## src/rtl/shared_mul_pkg.sv

```systemverilog
// Shared definitions for the two-core shared multiplier: FSM states,
// default operand width and the core-index type.
package shared_mul_pkg;

  localparam int DEFAULT_WIDTH = 32;

  typedef enum logic [1:0] {
    IDLE = 2'd0,
    RUN  = 2'd1,
    DONE = 2'd2
  } state_t;

  typedef enum logic {
    CORE0 = 1'b0,
    CORE1 = 1'b1
  } core_t;

endpackage

```

## src/rtl/mul_iter.sv

```systemverilog
// Iterative shift-add multiplier core: one partial product per step,
// unsigned magnitudes in, unsigned 2*WIDTH product out.
module mul_iter
  import shared_mul_pkg::*;
#(
  parameter int WIDTH = DEFAULT_WIDTH
) (
  input  logic               clk,
  input  logic               rst_n,
  input  logic               load,
  input  logic               step,
  input  logic [WIDTH-1:0]   mag_a,
  input  logic [WIDTH-1:0]   mag_b,
  output logic [2*WIDTH-1:0] prod
);

  logic [2*WIDTH-1:0] acc;
  logic [2*WIDTH-1:0] mcand;
  logic [WIDTH-1:0]   mplier;

  // Multiplicand walks left while the multiplier is consumed LSB first.
  always_ff @(posedge clk or negedge rst_n) begin
    if (!rst_n) begin
      acc    <= '0;
      mcand  <= '0;
      mplier <= '0;
    end else if (load) begin
      acc    <= '0;
      mcand  <= {{WIDTH{1'b0}}, mag_a};
      mplier <= mag_b;
    end else if (step) begin
      if (mplier[0]) begin
        acc <= acc + mcand;
      end
      mcand  <= mcand << 1;
      mplier <= mplier >> 1;
    end
  end

  assign prod = acc;

endmodule

```

## src/rtl/shared_mul_arbiter.sv

```systemverilog
// Two-core arbiter in front of one iterative multiplier (mult/multu).
// Define SHARED_MUL_RR_EN for round-robin ties; default is fixed priority to core 0.
module shared_mul_arbiter
  import shared_mul_pkg::*;
#(
  parameter int WIDTH = DEFAULT_WIDTH
) (
  input  logic             clk,
  input  logic             rst_n,
  input  logic             req0,
  input  logic             req1,
  input  logic [WIDTH-1:0] a0,
  input  logic [WIDTH-1:0] b0,
  input  logic [WIDTH-1:0] a1,
  input  logic [WIDTH-1:0] b1,
  input  logic             sgn0,
  input  logic             sgn1,
  output logic             gnt0,
  output logic             gnt1,
  output logic             done0,
  output logic             done1,
  output logic [WIDTH-1:0] hi,
  output logic [WIDTH-1:0] lo,
  output logic             busy
);

  localparam int CW = $clog2(WIDTH + 1);

  state_t             state;
  state_t             nxt;
  logic [CW-1:0]      cnt;
  core_t              pick;
  core_t              win;
  core_t              last;
  logic               neg_q;
  logic [1:0]         gnt_q;
  logic               done_q;
  logic               arb_go;
  logic               load;
  logic               step;
  logic [WIDTH-1:0]   sel_a;
  logic [WIDTH-1:0]   sel_b;
  logic               sel_sgn;
  logic [WIDTH-1:0]   mag_a;
  logic [WIDTH-1:0]   mag_b;
  logic [2*WIDTH-1:0] prod;
  logic [2*WIDTH-1:0] prod_fix;

`ifdef SHARED_MUL_RR_EN
  always_comb begin
    pick = last;
    if (req0 && req1) begin
      pick = (last == CORE0) ? CORE1 : CORE0;
    end else if (req0) begin
      pick = CORE0;
    end else if (req1) begin
      pick = CORE1;
    end
  end
`else
  // With no requester the pick is a don't-care, so it simply mirrors the pointer.
  always_comb begin
    pick = last;
    if (req0) begin
      pick = CORE0;
    end else if (req1) begin
      pick = CORE1;
    end
  end
`endif

  assign sel_a   = (pick == CORE1) ? a1 : a0;
  assign sel_b   = (pick == CORE1) ? b1 : b0;
  assign sel_sgn = (pick == CORE1) ? sgn1 : sgn0;
  assign mag_a   = (sel_sgn && sel_a[WIDTH-1]) ? -sel_a : sel_a;
  assign mag_b   = (sel_sgn && sel_b[WIDTH-1]) ? -sel_b : sel_b;

  // The done cycle is not an arbitration slot: the finishing core is still
  // dropping its req there, so sampling it would re-grant a stale request.
  assign arb_go = (state == IDLE) && !done_q && (req0 || req1);

  always_ff @(posedge clk or negedge rst_n) begin
    if (!rst_n) begin
      state <= IDLE;
    end else begin
      state <= nxt;
    end
  end

  always_comb begin
    nxt  = state;
    load = 1'b0;
    step = 1'b0;
    case (state)
      IDLE: begin
        if (arb_go) begin
          load = 1'b1;
          nxt  = RUN;
        end
      end
      RUN: begin
        step = 1'b1;
        if (cnt == CW'(WIDTH - 1)) begin
          nxt = DONE;
        end
      end
      DONE: begin
        nxt = IDLE;
      end
      default: begin
        nxt = IDLE;
      end
    endcase
  end

  always_ff @(posedge clk or negedge rst_n) begin
    if (!rst_n) begin
      cnt    <= '0;
      win    <= CORE0;
      neg_q  <= 1'b0;
      gnt_q  <= 2'b00;
      done_q <= 1'b0;
      last   <= CORE1;
      hi     <= '0;
      lo     <= '0;
    end else begin
      gnt_q  <= 2'b00;
      done_q <= 1'b0;
      if (load) begin
        cnt   <= '0;
        win   <= pick;
        neg_q <= sel_sgn && (sel_a[WIDTH-1] ^ sel_b[WIDTH-1]);
        gnt_q <= (pick == CORE1) ? 2'b10 : 2'b01;
      end else if (step) begin
        cnt <= cnt + 1'b1;
      end
      if (state == DONE) begin
        {hi, lo} <= prod_fix;
        done_q   <= 1'b1;
        last     <= win;
      end
    end
  end

  mul_iter #(
    .WIDTH (WIDTH)
  ) u_mul_iter (
    .clk   (clk),
    .rst_n (rst_n),
    .load  (load),
    .step  (step),
    .mag_a (mag_a),
    .mag_b (mag_b),
    .prod  (prod)
  );

  assign prod_fix = neg_q ? -prod : prod;

  assign gnt0  = gnt_q[0];
  assign gnt1  = gnt_q[1];
  assign done0 = done_q && (win == CORE0);
  assign done1 = done_q && (win == CORE1);
  assign busy  = (state != IDLE);

endmodule
```

## config.mk

```make
export PLATFORM = sky130hd
export DESIGN_NAME = shared_mul_arbiter
export DESIGN_NICKNAME = d
export VERILOG_FILES = /design/src/rtl/shared_mul_pkg.sv /design/src/rtl/mul_iter.sv /design/src/rtl/shared_mul_arbiter.sv
export SDC_FILE = /design/constraint.sdc
export NUM_CORES = 1
export LEC_CHECK = 0
export BUFFER_PORTS_ARGS = -buffer_cell sky130_fd_sc_hd__buf_2
export CORE_MARGIN = 5
export CORE_UTILIZATION = 55
export DETAILED_ROUTE_END_ITERATION = 12
export PLACE_DENSITY = 0.85
export RECOVER_POWER = 25
export REMOVE_ABC_BUFFERS = 1
export SKIP_LAST_GASP = 1
export SYNTH_ARGS = -nofsm -noshare
export SYNTH_HDL_FRONTEND = slang
export SYNTH_SLANG_ARGS = --single-unit
```

## constraint.sdc

```tcl
create_clock -name clk -period 5.4 [get_ports clk]
set_clock_uncertainty 0.2 [all_clocks]
set_input_delay 0.27 -clock clk [delete_from_list [all_inputs] [get_ports clk]]
set_output_delay 0.27 -clock clk [all_outputs]
set_load 0.02 [all_outputs]
```

; Word level (Yosys, flattened, before mapping)
; Cells that the tools add are included.
[word_totals]
inputBits = 134
output_inout_bits = 69
elab_cells = 65
regBits = 238
[op_classes]
add_sub_neg = 5
n_bitwise = 2
n_eq_ne = 5
mux = 26
n_reduce_logical = 15
[op_table]
columns = cell, n
row1 = 64-bit 2-to-1 mux, 6
row2 = 32-bit 2-to-1 mux, 6
row3 = 64-bit adder, 1
row4 = 32-bit negation, 2
row5 = 64-bit negation, 1
row6 = 6-bit 2-to-1 mux, 2
row7 = 2-bit 2-to-1 mux, 4
row8 = 1-bit logical AND, 7
row9 = 1-bit 2-to-1 mux, 7
row10 = "6-bit by 1-bit adder with 6-bit output, second input constant", 1
row11 = "6-bit by 5-bit == test with 1-bit output, second input constant", 1
row12 = 2-bit nonzero test, 3
row13 = "2-bit inequality test, second input constant", 2
row14 = 2-bit case mux with 2 select lines, 1
row15 = 2-bit AND reduction, 2
row16 = "2-bit by 1-bit == test with 1-bit output, second input constant", 1
row17 = "2-bit == test, second input constant", 1
row18 = 2-bit zero test, 1
row19 = 1-bit zero test, 1
row20 = 1-bit logical OR, 1
row21 = 1-bit NOT, 1
row22 = 1-bit bitwise XOR, 1

; Depth between registers and ports, before layout
[logic_depth]
word_depth = 7
mapped_depth = 17
depth_no_buf = 13

; Cells and area by module
; From an unflattened synthesis, not the netlist that was laid out.
[unflattened]
cells_unflattened = 2176
hier_area_um2 = 18156.2
[modules_own_cells]
columns = mod, seq_area_each_um2, instances, cells_each, area_per_inst_um2
row1 = mul_iter, 4003.8, 1, 1245, 10762.8
row2 = shared_mul_arbiter, 1953.1, 1, 931, 7393.3

; Worst setup path before layout
; Ideal clock, no wire load.
[synth_path]
path_kind = reg-to-reg
startpoint = reg last
endpoint = reg u_mul_iter.mcand[26]
required_time_ps = 5118
slack_ps = 950
path_stages_with_launch = 18
arrival_ps = 4168
period_less_slack_ps = 4450
n_path_buf = 5
setup_time_ps = 82
path_cell_list = dfstp_2 o21bai_1 clkbuf_1 buf_2 buf_2 buf_1 clkbuf_1 mux2i_1 ha_1 o21a_1 and3_1 nor2b_1 a31o_2 o21ai_0 nor2_1 xor2_1 nor2_1 a31oi_1
[synth_via]
elab_chain_cells = 6
word_cells_on_any_way = 8
cone_classes = 1 x add/sub / 6 x mux / 1 x reduce/logical
[synth_rtl]
columns = element, line
row1 = start: declaration, shared_mul_arbiter.sv:34  ; core_t last;
row2 = start signal: assignment, shared_mul_arbiter.sv:140  ; last <= win;
row3 = 1-bit 2-to-1 mux *, shared_mul_arbiter.sv:66  ; end else if (req1) begin
row4 = 1-bit 2-to-1 mux *, shared_mul_arbiter.sv:64  ; if (req0) begin
row5 = 32-bit 2-to-1 mux / 1-bit 2-to-1 mux (equally long branches), "shared_mul_arbiter.sv:72, shared_mul_arbiter.sv:74"
row6 = 32-bit negation / 1-bit logical AND (equally long branches), shared_mul_arbiter.sv:75  ; assign mag_a = (sel_sgn && sel_a[WIDTH-1]) ? -sel_a : sel_a;
row7 = 32-bit 2-to-1 mux *, shared_mul_arbiter.sv:75
row8 = 64-bit 2-to-1 mux *, mul_iter.sv:27  ; end else if (load) begin
row9 = end signal: assignment, mul_iter.sv:29  ; mcand <= {{WIDTH{1'b0}}, mag_a};
row10 = end signal: assignment, mul_iter.sv:35  ; mcand <= mcand << 1;
row11 = end: declaration, mul_iter.sv:18  ; logic [2*WIDTH-1:0] mcand;
; Every way passes the cells marked *; elsewhere a longest branch is shown, timed or not.
; A chain may end at the register's enable or synchronous reset.

; Worst setup path in the final report
[layout_path]
startpoint = reg u_mul_iter.acc[0], in the netlist u_mul_iter.prod[0]
endpoint = reg u_mul_iter.acc[60], in the netlist u_mul_iter.prod[60]
[layout_via]
elab_chain_cells = 4
[layout_rtl]
columns = element, line
row1 = start: declaration, mul_iter.sv:17  ; logic [2*WIDTH-1:0] acc;
row2 = start signal: assignment, mul_iter.sv:33  ; acc <= acc + mcand;
row3 = 64-bit adder, mul_iter.sv:33
row4 = 64-bit 2-to-1 mux, mul_iter.sv:32  ; if (mplier[0]) begin
row5 = 64-bit 2-to-1 mux, mul_iter.sv:31  ; end else if (step) begin
row6 = 64-bit 2-to-1 mux, mul_iter.sv:27
; Every way passes these cells. The select of a mux whose other input is x is not followed.

==> key figures <==
Status
  – Status: complete, but fails checks
  – Failing checks: capacitance limit, slew limit

Floorplan
  – Die ar.: ~0.033 mm^2
  – Core ar.: about 0.030 mm^2
  – Initial Util: a little under three fifths
  – Die width: roughly 180 um
  – Chip Height: 183 um
  – Rows: 63
  – Boundary Pins: 203

GRT
  – GRT overflow: 0
  – Tot GR Track Use: 26.1%
  – Largest net degree at the start of global routing: approximately 140
  – Met2 Use GR: roughly 43%
  – Initial antenna violation count: 0
  – GR Util met3: between 3 and 4%
  – First-pass GRT wire length: 73.8 mm
  – GR peak layer: met2
  – Vias in the first global route: about 15,000
  – GR Util met1: between 30% and 40%

Drt
  – Post-DRT Antenna Nets: 0
  – Iteration-0 DRC count of the detailed router: 1,199
  – Via count: around 15,000
  – DRT Wirelength: approximately 45 mm
  – Mean routed wirelength per cell: around 18 um
  – DRC: 0
  – First-pass DRT Iterations: 7
  – Avg Vias per Cell: roughly 6

Clocking
  – H-tree Lvls: 1
  – Hold-fix buffers at CTS: 12
  – Clock slew at reported path FFs: around 0.06 ns
  – # clock sinks: 238
  – Worst skew pair latency: 0.53 ns
  – Post-CTS setup buffer count: 0
  – Inserted Clock Buffers: 26
  – CTS tree: done
  – Cell chosen for the clock root: clkbuf_16
  – Longest Clk Path Bufs: 3
  – PostCTS Resize Cnt: 0

Timing
  – Fin. max-slew vios: 98
  – Worst-margin pin slew: ~2.5 ns
  – Fin crit share: between 80% and 90%
  – Max Freq: 0.228 GHz
  – Clock period minus worst slack: 4.38 ns
  – Worst relative slew slack: -63.4%
  – RSZ-0062 raised after global routing: false
  – Setup Viol. Count Final: 0
  – Final hold violation count: 0

Placement
  – Port bufs: between 200 and 250
  – GPL Wtd Cong: 0.973
  – HPWL after DPL: between 30 and 40 mm
  – DP Cell Count: between 2,000 and 3,000
  – Placed cell area: between 0.015 and 0.02 mm^2

Synth
  – Synth top area share: between 30% and 40%
  – Mapped cell area: approximately 0.016 mm^2
  – Yosys Warn Count: 0
  – Cell taking the most area after synthesis: dfrtp_1
  – Async SR Flop Fraction: 100%
  – Post-synth EDFFs: 0
  – Synth top area cells: dfrtp_1 (36%), nand2_1 (9.0%), o21ai_0 (5.7%)
  – Ys flop type: dfrtp_1
  – Mapped Cells: 2,031
  – Unique masters post-synth: 70
  – Seq cells post-synth: 238
  – Post-synthesis sequential area ratio: a little over a third
  – Synthesized area per cell: slightly above 8 um^2

Hold path
  – HP Start: a1[0]
  – Worst hold-check path type: input port to flop
  – Worst hold path endpoint: u_mul_iter.mcand[0]
  – Hold Crit Depth: 3

Cells and area
  – Commonest non-fill, non-tap cell in the layout: nand2_1
  – Diodes inserted: 0
  – Share of cells above drive strength 1: approximately 12%
  – Nets: about 2,400
  – Most frequent cells in the layout: nand2_1 (393), dfrtp_1 (236), o21ai_0 (187)
  – Final Cell Area: 0.0185 mm^2
  – Area grow syn2layout: 12.6%
  – Fin cells: about 2,600

Pwr
  – Maximum vdd drop: approximately 300 uV
  – Pwr Total: 0.0106 W
  – PD cells: 574 mW/mm^2
  – Lkg Pwr: about 8.4 nW

Critical path
  – Slowest cell on the critical path: a221oi_1
  – Element type at the critical path end: flop
  – Flop2flop setup slack: slightly above 1 ns
  – Data arrival, critical path: approximately 4.6 ns
  – FF-to-FF Start: u_mul_iter.prod[0]
  – Crit path launch type: flop
  – CP max stage delay: between 0.5 and 0.6 ns
  – Reg-to-reg endpoint: u_mul_iter.prod[60]
  – CP most frequent cell: o21ai_0
  – Critical path class: flop to flop
  – WP data required: between 5 and 6 ns
  – CP Buf/Inv Count: 0
  – Worst Reg2Reg Path Length in Cells: 13
  – Crit path max fanout: 4
  – Critical path cell sequence: ha_1 -> fa_1 -> a21o_1 -> a221oi_1 -> nand4bb_1 -> nand2_1 -> a41oi_1 -> o41ai_1 -> o21ai_0 -> o221ai_1 -> a21oi_1 -> xor2_1 -> o21ai_0
  – Crit path max-delay family: compound AO/OA/AOI/OAI gates

Flow run
  – Max-Cap Viols: 1
-- where the power goes --
part           total [W]  switching [W]  leakage (nW)  internal [W]
registers        0.00322       0.000764          3.08       0.00245
logic            0.00571        0.00350          4.92       0.00221
clock network    0.00170       0.000716         0.407      0.000980
total             0.0106        0.00498          8.40       0.00564
-- Yosys cell counts (all sizes together) (10+ instances only) --
| cell type | count |
|---|---|
| xor2 | 106 |
| mux2i | 64 |
| nor4 | 18 |
| nor2 | 129 |
| nand3 | 46 |
| nor3 | 59 |
| nand2 | 394 |
| and3 | 18 |
| nand2b | 10 |
| nand4 | 23 |
| o41ai | 14 |
| o21a | 10 |
| clkbuf | 106 |
| a41oi | 10 |
| a21o | 35 |
| o21ai | 190 |
| dfrtp | 237 |
| inv | 20 |
| a31oi | 75 |
| o31ai | 36 |
| xnor2 | 66 |
| or4 | 13 |
| a21oi | 140 |
| or3 | 25 |
| buf | 18 |
| nor2b | 10 |
| ha | 67 |
| o21bai | 19 |
-- per-stage QoR --
stage | setup slack [ns] | util, % | TNS [ns] | hold WS, ns
finish | 1.02 | 62.6 | 0 | 0.0128
global route | 0.819 | 62.6 | 0 | 0.0310
CTS | 1.11 | 62.8 | 0 | 0.00185
global placement | 1.32 | 59.6 | 0 | 0.116
floorplan | -3.56 | - | -254.52 | -0.226
detailed placement | 1.15 | 59.6 | 0 | 0.123
-- cell type report --
class	count	area, um^2
clock buffer	37	762
multi-input combinational	1648	9970
fill	2595	11000
inverter	20	75.1
timing repair buffer	227	1200
tap	390	488
clock inverter	8	61.3
sequential	238	5960
-- tightest hold or removal path: stages --
cell	delay (ns)
buf_2	0.08
mux2i_1	0.15
o21ai_0	0.20
-- cell families after synthesis --
logic type | share of synthesized area, %
compound gates | 21.1
fa+ha+maj | 5.22
mux | 3.90
simple gates | 21.0
xor+xnor | 9.16
buf+inv | 3.36
flops | 36.2
-- state kept, by name, indices dropped and copies added, names as in the netlist --
name / cells
hi: 32
lo: 32
u_mul_iter.mplier: 32
last: 1
win: 1
state: 2
cnt: 6
u_mul_iter.mcand: 64
gnt_q: 2
done_q: 1
u_mul_iter.prod: 64
neg_q: 1
-- worst max-delay path by stage --
stage,startpoint,end,slack [ns],depth (start not counted)
finish,u_mul_iter.prod[0],u_mul_iter.prod[60],1.02,13
global route,u_mul_iter.prod[0],u_mul_iter.prod[60],0.82,13
CTS,u_mul_iter.prod[0],u_mul_iter.prod[60],1.11,13
detailed placement,u_mul_iter.prod[0],u_mul_iter.prod[60],1.15,13
global placement,u_mul_iter.prod[5],u_mul_iter.prod[62],1.32,12
floorplan,last,u_mul_iter.mplier[22],-3.56,8
-- metal layers --
layer | vias up | part of all wire, %
li1 | 7488 | -
met1 | 7262 | 44
met2 | 641 | 46
met3 | 56 | 8.3
met4 | 0 | 1.8
met5 | - | 0
(Power assumes the default switching activity.)
